===== config.mk =====
export PLATFORM = sky130hd
export DESIGN_NAME = demistify_spi_master
export DESIGN_NICKNAME = d
export VERILOG_FILES = /design/src/rtl/demistify_spi_pkg.sv /design/src/rtl/demistify_spi_halfperiod_ctr.sv /design/src/rtl/demistify_spi_master.sv
export SDC_FILE = /design/constraint.sdc
export NUM_CORES = 1
export LEC_CHECK = 0
export BUFFER_PORTS_ARGS = -buffer_cell sky130_fd_sc_hd__buf_2
export CAP_MARGIN = 20
export CORE_ASPECT_RATIO = 1.25
export CORE_MARGIN = 4
export CORE_UTILIZATION = 49
export CTS_BUF_LIST = sky130_fd_sc_hd__clkbuf_2 sky130_fd_sc_hd__clkbuf_4 sky130_fd_sc_hd__clkbuf_8
export DETAILED_ROUTE_END_ITERATION = 6
export GPL_ROUTABILITY_DRIVEN = 0
export PLACE_DENSITY = 0.74
export SYNTH_ARGS = -nofsm -noshare
export SYNTH_HDL_FRONTEND = slang
export SYNTH_SLANG_ARGS = --single-unit

===== constraint.sdc =====
create_clock -name CLOCK_50 -period 5.7 [get_ports CLOCK_50]
set_clock_uncertainty 0.1 [all_clocks]
set_input_delay 0 -clock CLOCK_50 [delete_from_list [all_inputs] [get_ports CLOCK_50]]
set_output_delay 0 -clock CLOCK_50 [all_outputs]
set_load 0.01 [all_outputs]

===== src/rtl/demistify_spi_pkg.sv =====
// demistify_spi_pkg: shared types and constants for the DeMiSTify SPI master.
package demistify_spi_pkg;
  typedef enum logic [1:0] {
    CS_USERIO = 2'd0,
    CS_DATAIO = 2'd1,
    CS_OSD    = 2'd2,
    CS_UPLOAD = 2'd3
  } cs_sel_t;
  typedef enum logic [2:0] {IDLE, GAP, SETUP, HIGH, LOW} spi_state_t;
  localparam int BITS_PER_BYTE = 8;
endpackage


===== src/rtl/demistify_spi_halfperiod_ctr.sv =====
// spi_halfperiod_ctr: loadable down-counter flagging the last cycle of a phase.
module spi_halfperiod_ctr #(
  parameter int W = 8
) (
  input  logic         clk_i,
  input  logic         rst_ni,
  input  logic         load_i,
  input  logic [W-1:0] load_val_i,
  output logic         tc_o
);
  logic [W-1:0] cnt_q;
  always_ff @(posedge clk_i) begin
    if (!rst_ni || load_i) cnt_q <= load_val_i;
    else cnt_q <= cnt_q - W'(1);
  end
  assign tc_o = cnt_q == '0;
endmodule


===== src/rtl/demistify_spi_master.sv =====
// demistify_spi_master: SPI mode-0 byte master with four active-low chip-selects
// and optional CS hold between bytes.
module demistify_spi_master
  import demistify_spi_pkg::*;
#(
  parameter int CLK_DIV   = 4,
  parameter int CLK_DIV_W = 8
) (
  input  logic       CLOCK_50,
  input  logic       RESET_N,
  input  logic       tx_valid,
  output logic       tx_ready,
  input  logic [7:0] tx_data,
  input  logic [1:0] cs_sel,
  input  logic       cs_hold,
  input  logic       cs_release,
  output logic       rx_valid,
  output logic [7:0] rx_data,
  output logic       SPI_SCK,
  output logic       SPI_DI,
  input  logic       SPI_DO,
  output logic       CONF_DATA0,
  output logic       SPI_SS2,
  output logic       SPI_SS3,
  output logic       SPI_SS4
);
  localparam logic [2:0] LAST_BIT = 3'(BITS_PER_BYTE - 1);
  spi_state_t state_q, state_d;
  cs_sel_t    sel_q;
  logic       hold_q, held_q, rdy_q, rxv_q, tc, accept, gap, cs_on;
  logic [7:0] tx_q, rx_q, rxd_q;
  logic [2:0] bit_q;
  logic [3:0] cs_n;
  spi_halfperiod_ctr #(.W(CLK_DIV_W)) u_ctr (
    .clk_i      (CLOCK_50),
    .rst_ni     (RESET_N),
    .load_i     (state_q == IDLE || tc),
    .load_val_i (CLK_DIV_W'(CLK_DIV - 1)),
    .tc_o       (tc)
  );
  assign tx_ready = rdy_q && state_q == IDLE;
  assign accept   = tx_valid && tx_ready;
  // A held CS must go high before a different (or released) CS is driven low.
  assign gap      = held_q && (cs_release || cs_sel != sel_q);
  always_comb begin
    state_d = state_q;
    unique case (state_q)
      IDLE:    state_d = accept ? (gap ? GAP : SETUP) : IDLE;
      GAP:     state_d = tc ? SETUP : GAP;
      SETUP:   state_d = tc ? HIGH : SETUP;
      HIGH:    state_d = tc ? LOW : HIGH;
      LOW:     state_d = tc ? (bit_q == LAST_BIT ? IDLE : HIGH) : LOW;
      default: state_d = IDLE;
    endcase
  end
  always_ff @(posedge CLOCK_50) begin
    if (!RESET_N) begin
      state_q <= IDLE;
      sel_q   <= CS_USERIO;
      hold_q  <= 1'b0;
      held_q  <= 1'b0;
      rdy_q   <= 1'b0;
      rxv_q   <= 1'b0;
      tx_q    <= '0;
      rx_q    <= '0;
      rxd_q   <= '0;
      bit_q   <= '0;
    end else begin
      state_q <= state_d;
      rdy_q   <= 1'b1;
      rxv_q   <= 1'b0;
      if (state_q == IDLE && cs_release) held_q <= 1'b0;
      if (accept) begin
        tx_q   <= tx_data;
        sel_q  <= cs_sel_t'(cs_sel);
        hold_q <= cs_hold;
        held_q <= 1'b0;
        bit_q  <= '0;
      end
      if (state_d == HIGH && state_q != HIGH) rx_q <= {rx_q[6:0], SPI_DO};
      if (state_q == HIGH && tc && bit_q != LAST_BIT) tx_q <= {tx_q[6:0], 1'b0};
      if (state_q == LOW && tc) begin
        if (bit_q == LAST_BIT) begin
          rxv_q  <= 1'b1;
          rxd_q  <= rx_q;
          held_q <= hold_q;
        end else bit_q <= bit_q + 3'd1;
      end
    end
  end
  assign cs_on      = state_q inside {SETUP, HIGH, LOW} || (state_q == IDLE && held_q);
  assign cs_n       = cs_on ? ~(4'b0001 << sel_q) : 4'hF;
  assign CONF_DATA0 = cs_n[0];
  assign SPI_SS2    = cs_n[1];
  assign SPI_SS3    = cs_n[2];
  assign SPI_SS4    = cs_n[3];
  assign SPI_SCK    = state_q == HIGH;
  assign SPI_DI     = tx_q[7];
  assign rx_valid   = rxv_q;
  assign rx_data    = rxd_q;
endmodule


Word-level counts from Yosys, hierarchy flattened
Index checks and enable logic that the tools add are counted.
{"block": "op_classes", "addsub": 2, "eq_ne": 9, "n_shift": 1, "bitwise_logic": 2, "n_mux": 20, "reduce_logical": 21}
{"op": "2-to-1 mux 8 bit", "count": 2}
{"op": "2-to-1 mux 3 bit", "count": 5}
{"op": "case mux 3 bit (5 select lines)", "count": 1}
{"op": "== test 3 x 2 -> 1 bit, second input constant", "count": 3}
{"op": "logical AND 1 bit", "count": 9}
{"op": "zero test 8 bit", "count": 1}
{"op": "2-to-1 mux 2 bit", "count": 4}
{"op": "subtractor 8 x 1 -> 8 bit, second input constant", "count": 1}
{"op": "2-to-1 mux 1 bit", "count": 7}
{"op": "== test 3 bit, second input constant", "count": 2}
{"op": "logical OR 1 bit", "count": 4}
{"op": "2-to-1 mux 4 bit", "count": 1}
{"op": "inverter 4 bit", "count": 1}
{"op": "AND reduction 2 bit", "count": 2}
{"op": "left shift 1 x 2 -> 4 bit, first input constant", "count": 1}
{"op": "adder 3 x 1 -> 3 bit, second input constant", "count": 1}
{"op": "== test 3 x 1 -> 1 bit, second input constant", "count": 1}
{"op": "zero test 3 bit", "count": 1}
{"op": "!= test 3 x 2 -> 1 bit, second input constant", "count": 1}
{"op": "!= test 3 bit, second input constant", "count": 1}
{"op": "nonzero test 3 bit", "count": 1}
{"op": "!= test 2 bit", "count": 1}
{"op": "nonzero test 2 bit", "count": 1}
{"op": "OR reduction 2 bit", "count": 1}
{"op": "other kinds (2)", "count": 2}
{"block": "word_totals", "word_cells": 67, "regBits": 44, "output_inout_bits": 16}

Logic depth before layout (Yosys ltp)
Gate-level depths: netlist (run 1).
{"block": "logic_depth", "ltp_word": 8, "mapped_depth": 8, "ltp_nobuf": 6}

Modules after synthesis
A second synthesis (run 1) with hierarchy kept.
{"block": "hier_totals", "hier_cells": 212, "hier_area_um2": 1888.1}
{"mod": "demistify_spi_master", "area_per_inst_um2": 1486.4, "cells_per_inst": 166, "seq_area_each_um2": 720.7, "instances": 1}
{"mod": "spi_halfperiod_ctr", "area_per_inst_um2": 401.6, "cells_per_inst": 46, "seq_area_each_um2": 160.2, "instances": 1}

Least setup slack after synthesis (run 1)
OpenSTA, ideal clock, no wires.
{"block": "synth_path", "path_type": "reg-to-reg", "from": "reg bit_q[0]", "to": "reg rx_q[0]", "n_path_buf": 0, "t_arrival_ps": 2074, "required_ps": 5472, "path_stages_with_launch": 7, "path_slack_ps": 3399, "path_cell_list": "dfxtp_1 ha_1 ha_1 or3b_1 a2111oi_4 mux2i_1 nor2_1"}
{"block": "synth_via", "elab_chain_cells": 6}
{"item": "from (decl)", "line_no": "demistify_spi_master.sv:32", "rtl": "logic [2:0] bit_q;"}
{"item": "from (signal assigned)", "line_no": "demistify_spi_master.sv:87", "rtl": "end else bit_q <= bit_q + 3'd1;"}
{"item": "== test 3 bit", "line_no": "demistify_spi_master.sv:52", "rtl": "LOW: state_d = tc ? (bit_q == LAST_BIT ? IDLE : HIGH) : LOW;"}
{"item": "2-to-1 mux 2 bit", "line_no": "demistify_spi_master.sv:52"}
{"item": "2-to-1 mux 3 bit", "line_no": "demistify_spi_master.sv:52"}
{"item": "case mux 3 bit (5 select lines)", "line_no": "demistify_spi_master.sv:47", "rtl": "unique case (state_q)"}
{"item": "== test 3 x 2 -> 1 bit", "line_no": "demistify_spi_master.sv:80", "rtl": "if (state_d == HIGH && state_q != HIGH) rx_q <= {rx_q[6:0], SPI_DO};"}
{"item": "logical AND 1 bit", "line_no": "demistify_spi_master.sv:80"}
{"item": "to (signal assigned)", "line_no": "demistify_spi_master.sv:80"}
{"item": "to (decl)", "line_no": "demistify_spi_master.sv:31", "rtl": "logic [7:0] tx_q, rx_q, rxd_q;"}
No other way between the ends.
A chain may end at the register's enable or synchronous reset.

Worst setup path in the final report (run 1)
{"block": "layout_path", "from": "reg bit_q[0]", "to": "reg rx_q[1]"}
The elaborated chain is that of the path after synthesis.

==> impl_results.md, run 1 <==
- Critical setup path kind: flop to flop
- Largest net degree at the start of global routing: 34
- Initial cell density of the core: between 50% and 60%
- Global-route wire length before repair: 6.78 mm
- Detailed-route vias per instance: ~5.1
- Yosys warning count: 0
- Cts bufs inserted: 5
- Resized Gates After CTS: 0
- Relative slew slack: between 30% and 40%
- Count of non-filler cells in the finished layout: about 310
- Via Count: ~1,600
- DP HPWL: between 2 and 3 mm
- Crit path required time: between 5 and 6 ns
- Post-CTS Hold Buffers: 13
- Critical path arrival: 2.58 ns
- Combined global-route utilization of all metal layers: ~17%
- Initial antenna violation count: 0
- Average wire per standard cell: around 12 um
- Post-layout minimum cycle time: ~2.5 ns
- Clock insertion delay at the later pin of the skew report: about 0.30 ns
- Fill cell instance count of the final layout: ~350
- Post-CTS clock slew at the launch and capture registers of the worst setup and hold paths: 0.08 ns
- Maximum buffer depth of the clock tree: 2
- Fin nets: between 200 and 300
- Pre-Repair DR Iteration Count: 4
- Final critical-path share of the clock period: ~44%
- Hold-critical path depth: 4
- Register-to-Register Path Depth: 6
- Chip Width: 63.9 um
- Row cnt: 25
- Critical-path maximum fanout: 9
- Reported max-cap violation count: 0
- Count of routing violations after the opening detailed-route iteration: 48
- Area Overhead vs Synth: 21.1%
- Die height: 77.9 um
- Count of input and output buffers: 31
- Synthesized area per cell: just under 9 um2
- Top-level I/O count: 32
- Most frequently used flop master after synthesis: sky130_fd_sc_hd__dfxtp_1
- Pre-CTS setup slack: 3.16 ns
- Status: finished, final reports clean
- Leakage power figure: between 0.9 and 1 nW
- R2R Path End: rx_q[1]$_SDFFE_PN0P_
- Placeable core area: 3780 um2
- Total Negative Setup Slacks: 0 ns
- Cell count after synthesis: approximately 220
- Core utilization of the finished layout: between 60% and 70%
- Via count of the first global-routing pass: about 1,500
- Total global routing overflow: 0
- Flip-flop and latch area: between 800 and 900 um2
- DRC: 0
- Worst setup EP type: flop
- Synth unique cells: 37
- Clock root buffer master: sky130_fd_sc_hd__clkbuf_8
- Footprint of the multi-input gates: 972 um2
- Worst Hold Class: input pin to flop
- P per Cell Area: between 200 and 250 nW/um2
- Cells after DPL: between 200 and 300
- RSZ-0062 raised after global routing: no
- Highest achievable clock rate: 395 MHz
- Proportion of layout cells with a drive suffix above 1: between 10% and 20%
- Area after DPL: about 2100 um2
- H-tree depth: 2
- TritonCTS clock tree: yes
- Crit Reg-Reg Startpoint: bit_q[0]$_SDFF_PN0_
- Final count of hold timing violations: 0
- Worst setup margin: roughly 3.2 ns
- Synth Cell Area: around 1900 um2
- Fraction of registers with async set/reset: 0%
- Synthesized net count: between 200 and 250
- Number of flops mapped to enable cells by yosys: 0
- Endpoint of the worst hold-timing path: held_q$_SDFF_PN0_
- Total Die Area: roughly 5000 um2
- Detailed-route wire length: just under 4 mm
- Clock sinks: between 40 and 50
- Most common library cell in the layout ignoring fill and taps: sky130_fd_sc_hd__dfxtp_1
- Worst Min Path Start: cs_release
- Seq cells post-synth: 44
- Maximum VDD drop: about 150 uV
- Setup slack on the worst flop-to-flop path: roughly 3.2 ns
- Post-CTS setup buffers: 0
- Type of element launching the critical path: flop
- Final setup fails: 0
- Summed area of non-filler cells in the final layout: 2320 um2
- Launching element of the worst setup path: bit_q[0]$_SDFF_PN0_
- Part of the Yosys area used for sequential elements: between 40% and 50%
- Total Power: 0.559 mW
- Number of antenna-violating nets in the routed design: 0
- Max-slew violations: 0
- Commonest non-fill, non-tap cells in the layout: sky130_fd_sc_hd__dfxtp_1 (44), sky130_fd_sc_hd__nor2_1 (39), sky130_fd_sc_hd__nand2_1 (36)
- ANT cells: 0
- Slew at the pin closest to its max-slew limit: between 0.9 and 1 ns
- Worst hold-check slack: approximately 0.017 ns
==> how the worst max path moves through the flow <==
stage          depth (start not counted)  slack, ns                    to
6_report                               6       3.17  rx_q[1]$_SDFFE_PN0P_
2_1_floorplan                          6       3.40  rx_q[0]$_SDFFE_PN0P_
5_1_grt                                6       3.00  rx_q[1]$_SDFFE_PN0P_
4_1_cts                                6       3.14  rx_q[1]$_SDFFE_PN0P_
3_5_place_dp                           6       3.16  rx_q[1]$_SDFFE_PN0P_
3_3_place_gp                           6       3.26  rx_q[7]$_SDFFE_PN0P_
==> flip-flops by register name (all words and copies together) (netlist names) <==
name         count
state_q          3
u_ctr.cnt_q      8
rdy_q            1
rx_data          8
rx_q             8
tx_q             8
hold_q           1
held_q           1
rx_valid         1
bit_q            3
sel_q            2
==> layout make-up <==
cell class / count / share of cell area [%]
Clock buffer: 6 / 3.56
Clock inverter: 2 / 0.648
Inverter: 4 / 0.648
Multi-Input combinational cell: 159 / 41.9
Sequential cell: 44 / 38.0
Tap cell: 54 / 2.91
Timing Repair Buffer: 44 / 12.3
==> cell families (layout without fill, tap and decap cells) <==
| group | Yosys count | count (layout) | share of synthesized area, % |
|---|---|---|---|
| simple gates | 105 | 105 | 25.6 |
| flops | 44 | 44 | 46.0 |
| compound gates | 26 | 26 | 10.5 |
| mux | 17 | 17 | 8.89 |
| buf+inv | 15 | 56 | 3.20 |
| xor+xnor | 7 | 7 | 3.20 |
| fa+ha+maj | 4 | 4 | 2.61 |
==> critical path, stage by stage (launching register included) <==
cell,delay (ns)
sky130_fd_sc_hd__dfxtp_1,0.33
sky130_fd_sc_hd__ha_1,0.20
sky130_fd_sc_hd__ha_1,0.23
sky130_fd_sc_hd__or3b_1,0.41
sky130_fd_sc_hd__a2111oi_4,0.79
sky130_fd_sc_hd__mux2i_1,0.28
sky130_fd_sc_hd__nor2_1,0.06
==> power by group <==
part           switching (mW)  internal (mW)  total [mW]
clock                   0.105         0.0980       0.203
combinational          0.0206         0.0180      0.0386
sequential            0.00486          0.312       0.317
total                   0.131          0.428       0.559
==> synth_stat cells, types with 3 or more instances <==
master	number	area, um2
sky130_fd_sc_hd__dfxtp_1	44	881
sky130_fd_sc_hd__nor2_1	39	146
sky130_fd_sc_hd__nand2_1	36	135
sky130_fd_sc_hd__mux2i_1	17	170
sky130_fd_sc_hd__a21oi_1	10	50.1
sky130_fd_sc_hd__a311oi_1	7	61.3
sky130_fd_sc_hd__clkbuf_1	7	26.3
sky130_fd_sc_hd__nand3_1	5	25.0
sky130_fd_sc_hd__buf_2	4	20.0
sky130_fd_sc_hd__ha_1	4	50.1
sky130_fd_sc_hd__inv_1	4	15.0
sky130_fd_sc_hd__xor2_1	4	35.0
sky130_fd_sc_hd__nor4_1	3	18.8
sky130_fd_sc_hd__xnor2_1	3	26.3
==> metal layers <==
metal  vias to the layer above  part of all wire, %  track usage [%]
met5                         -                    0                0
li1                        835                    -                -
met1                       725                   46             20.4
met2                        28                   48             28.1
met3                        10                  3.9             4.34
met4                         0                  2.4             7.99
Note: power is estimated with default switching activity, not from simulation.
==> run 2, diff against run 1 <==
--- a/config.mk
+++ b/config.mk
@@ -13,7 +13,7 @@
 export CTS_BUF_LIST = sky130_fd_sc_hd__clkbuf_2 sky130_fd_sc_hd__clkbuf_4 sky130_fd_sc_hd__clkbuf_8
 export DETAILED_ROUTE_END_ITERATION = 6
 export GPL_ROUTABILITY_DRIVEN = 0
-export PLACE_DENSITY = 0.74
+export PLACE_DENSITY = 0.77
 export SYNTH_ARGS = -nofsm -noshare
 export SYNTH_HDL_FRONTEND = slang
 export SYNTH_SLANG_ARGS = --single-unit
==> constraint.sdc (replaced) <==
create_clock -name CLOCK_50 -period 2.3 [get_ports CLOCK_50]
set_clock_uncertainty 0.1 [all_clocks]
set_input_delay 0 -clock CLOCK_50 [delete_from_list [all_inputs] [get_ports CLOCK_50]]
set_output_delay 0 -clock CLOCK_50 [all_outputs]
set_load 0.01 [all_outputs]
==> run 2 against run 1 <==
First-iteration DRC count is 71% higher. Sequential power rose by 150%. Sequential share of layout area shrank 2.4 points. Cell area up 6.7%. Non-clock buffer count grew 10. Critical endpoint is now tx_q[5]$_SDFFE_PN0P_.
==> impl_results.md, run 2 (same netlist as run 1, synthesis figures left out) <==
- Count of input and output buffers: 31 (unchanged)
- R2R Path End: tx_q[5]$_SDFFE_PN0P_ (was rx_q[1]$_SDFFE_PN0P_)
- Post-CTS setup buffers: 0 (unchanged)
- Via count of the first global-routing pass: 1,644 (was 1,535)
- Critical path arrival: 2.29 ns (was 2.58 ns)
- Commonest non-fill, non-tap cells in the layout: sky130_fd_sc_hd__dfxtp_1 (44), sky130_fd_sc_hd__nor2_1 (39), sky130_fd_sc_hd__nand2_1 (36) (unchanged)
- Reported max-cap violation count: 0 (unchanged)
- Summed area of non-filler cells in the final layout: 2470 um2 (was 2320 um2)
- DRC: 0 (unchanged)
- Worst Min Path Start: cs_release (unchanged)
- Post-layout minimum cycle time: 2.19 ns (was 2.53 ns)
- Count of non-filler cells in the finished layout: 323 (was 313)
- Hold-critical path depth: 4 (unchanged)
- Critical-path maximum fanout: 15 (was 9)
- Setup slack on the worst flop-to-flop path: 0.11 ns (was 3.17 ns)
- Clock insertion delay at the later pin of the skew report: 0.30 ns (about the same)
- Area Overhead vs Synth: 29.2% (was 21.1%)
- Crit path required time: 2.41 ns (was 5.75 ns)
- Detailed-route vias per instance: 5.23 (was 5.11)
- Count of routing violations after the opening detailed-route iteration: 82 (was 48)
- Area after DPL: 2180 um2 (was 2090 um2)
- Chip Width: 63.9 um (unchanged)
- Maximum buffer depth of the clock tree: 2 (unchanged)
- Endpoint of the worst hold-timing path: held_q$_SDFF_PN0_ (unchanged)
- Clock sinks: 44 (unchanged)
- Register-to-Register Path Depth: 6 (unchanged)
- Average wire per standard cell: 13.0 um (was 12.4 um)
- Launching element of the worst setup path: u_ctr.cnt_q[0]$_SDFF_PP1_ (was bit_q[0]$_SDFF_PN0_)
- Via Count: 1,688 (was 1,598)
- Detailed-route wire length: 4.22 mm (was 3.87 mm)
- Row cnt: 25 (unchanged)
- Total Die Area: 4980 um2 (unchanged)
- Relative slew slack: 62.4% (was 37.1%)
- RSZ-0062 raised after global routing: no (unchanged)
- Post-CTS clock slew at the launch and capture registers of the worst setup and hold paths: 0.08 ns (about the same)
- Core utilization of the finished layout: 65.4% (was 61.3%)
- Total global routing overflow: 0 (unchanged)
- P per Cell Area: 685 nW/um2 (was 241 nW/um2)
- ANT cells: 0 (unchanged)
- Most common library cell in the layout ignoring fill and taps: sky130_fd_sc_hd__dfxtp_1 (unchanged)
- H-tree depth: 2 (unchanged)
- Worst Hold Class: input pin to flop (unchanged)
- Worst setup EP type: flop (unchanged)
- Largest net degree at the start of global routing: 25 (was 34)
- TritonCTS clock tree: yes (unchanged)
- Critical setup path kind: flop to flop (unchanged)
- Pre-Repair DR Iteration Count: 4 (unchanged)
- Slew at the pin closest to its max-slew limit: 0.563 ns (was 0.942 ns)
- Final setup fails: 0 (unchanged)
- Combined global-route utilization of all metal layers: 18.6% (was 17.0%)
- Maximum VDD drop: 457 uV (was 153 uV)
- Clock root buffer master: sky130_fd_sc_hd__clkbuf_8 (unchanged)
- Cts bufs inserted: 5 (unchanged)
- Fin nets: 288 (was 278)
- Die height: 77.9 um (unchanged)
- Final critical-path share of the clock period: 95.1% (was 44.4%)
- Proportion of layout cells with a drive suffix above 1: 19.7% (was 16.2%)
- Max-slew violations: 0 (unchanged)
- Global-route wire length before repair: 7.32 mm (was 6.78 mm)
- Type of element launching the critical path: flop (unchanged)
- Leakage power figure: 1.00 nW (was 0.912 nW)
- Number of antenna-violating nets in the routed design: 0 (unchanged)
- Cells after DPL: 302 (was 292)
- DP HPWL: 2.84 mm (was 2.59 mm)
- Top-level I/O count: 32 (unchanged)
- Crit Reg-Reg Startpoint: u_ctr.cnt_q[0]$_SDFF_PP1_ (was bit_q[0]$_SDFF_PN0_)
- Status: finished, final reports clean (unchanged)
- Initial cell density of the core: 50.6% (unchanged)
- Total Negative Setup Slacks: 0 ns (unchanged)
- Final count of hold timing violations: 0 (unchanged)
- Highest achievable clock rate: 457 MHz (was 395 MHz)
- Initial antenna violation count: 0 (unchanged)
- Placeable core area: 3780 um2 (unchanged)
- Total Power: 1.69 mW (was 0.559 mW)
## run 2: cell types whose count changed in the layout (fill, tap and decap cells not counted)
cell / previous run / this run
sky130_fd_sc_hd__a311oi_1: 7 / 6
sky130_fd_sc_hd__a311oi_2: 0 / 1
sky130_fd_sc_hd__buf_12: 0 / 1
sky130_fd_sc_hd__buf_4: 0 / 9
sky130_fd_sc_hd__bufinv_16: 0 / 3
sky130_fd_sc_hd__clkbuf_8: 6 / 5
sky130_fd_sc_hd__clkinvlp_4: 2 / 0
## run 2: worst max path at each step
stage / endpoint / slack, ns / cells past startpoint
2_1_floorplan: rx_q[0]$_SDFFE_PN0P_ / 0.05 / 6
5_1_grt: tx_q[3]$_SDFFE_PN0P_ / 0.004 / 6
4_1_cts: tx_q[5]$_SDFFE_PN0P_ / 0.1 / 6
6_report: tx_q[5]$_SDFFE_PN0P_ / 0.11 / 6
3_5_place_dp: tx_q[5]$_SDFFE_PN0P_ / 0.11 / 6
3_3_place_gp: tx_q[5]$_SDFFE_PN0P_ / 0.19 / 6
## run 2: power breakdown
part           internal [mW]  switching (mW)  leakage (nW)
Combinational         0.0487          0.0519         0.567
Sequential             0.774          0.0124         0.356
Clock                  0.543           0.265        0.0784
## run 2: final cells by class
type                    count  area [um2]
clock buffers               5        68.8
clock inverters             3        90.1
fillers                   304        1310
inverters                   4        15.0
multi-input cells         159         978
flip-flops and latches     44         881
well taps                  54        67.6
repair buffers             54         373
## run 2: routing by layer
metal / part of all wire (%) / global-route usage (%) / up-vias
met4: 1.8 / 8.64 / 0
met1: 44 / 21.5 / 788
met5: 0 / 0 / -
met2: 51 / 31.6 / 40
li1: - / - / 852
met3: 3.7 / 4.49 / 8
## run 2: stage by stage
stage | worst slack (ns) | hold slack, ns
after floorplan | 0.0536 | -0.0723
after global placement | 0.188 | 0.0929
after detailed placement | 0.109 | 0.0911
after CTS | 0.0982 | 0.0451
after global routing | 0.00358 | 0.0533
final | 0.113 | 0.0486
## run 2: what timing repair did
action	CTS	global route
resized for setup	0	1
hold endpoints to repair	16	0
hold buffers	13	0
endpoints found under the setup margin	0	1
## run 2: critical path, cell delays in order (launching register included)
cell and delay (ns):
sky130_fd_sc_hd__dfxtp_1 0.35, sky130_fd_sc_hd__inv_1 0.10, sky130_fd_sc_hd__ha_1 0.16, sky130_fd_sc_hd__or3b_2 0.51
sky130_fd_sc_hd__or4_1 0.44, sky130_fd_sc_hd__buf_4 0.21, sky130_fd_sc_hd__a311oi_1 0.23
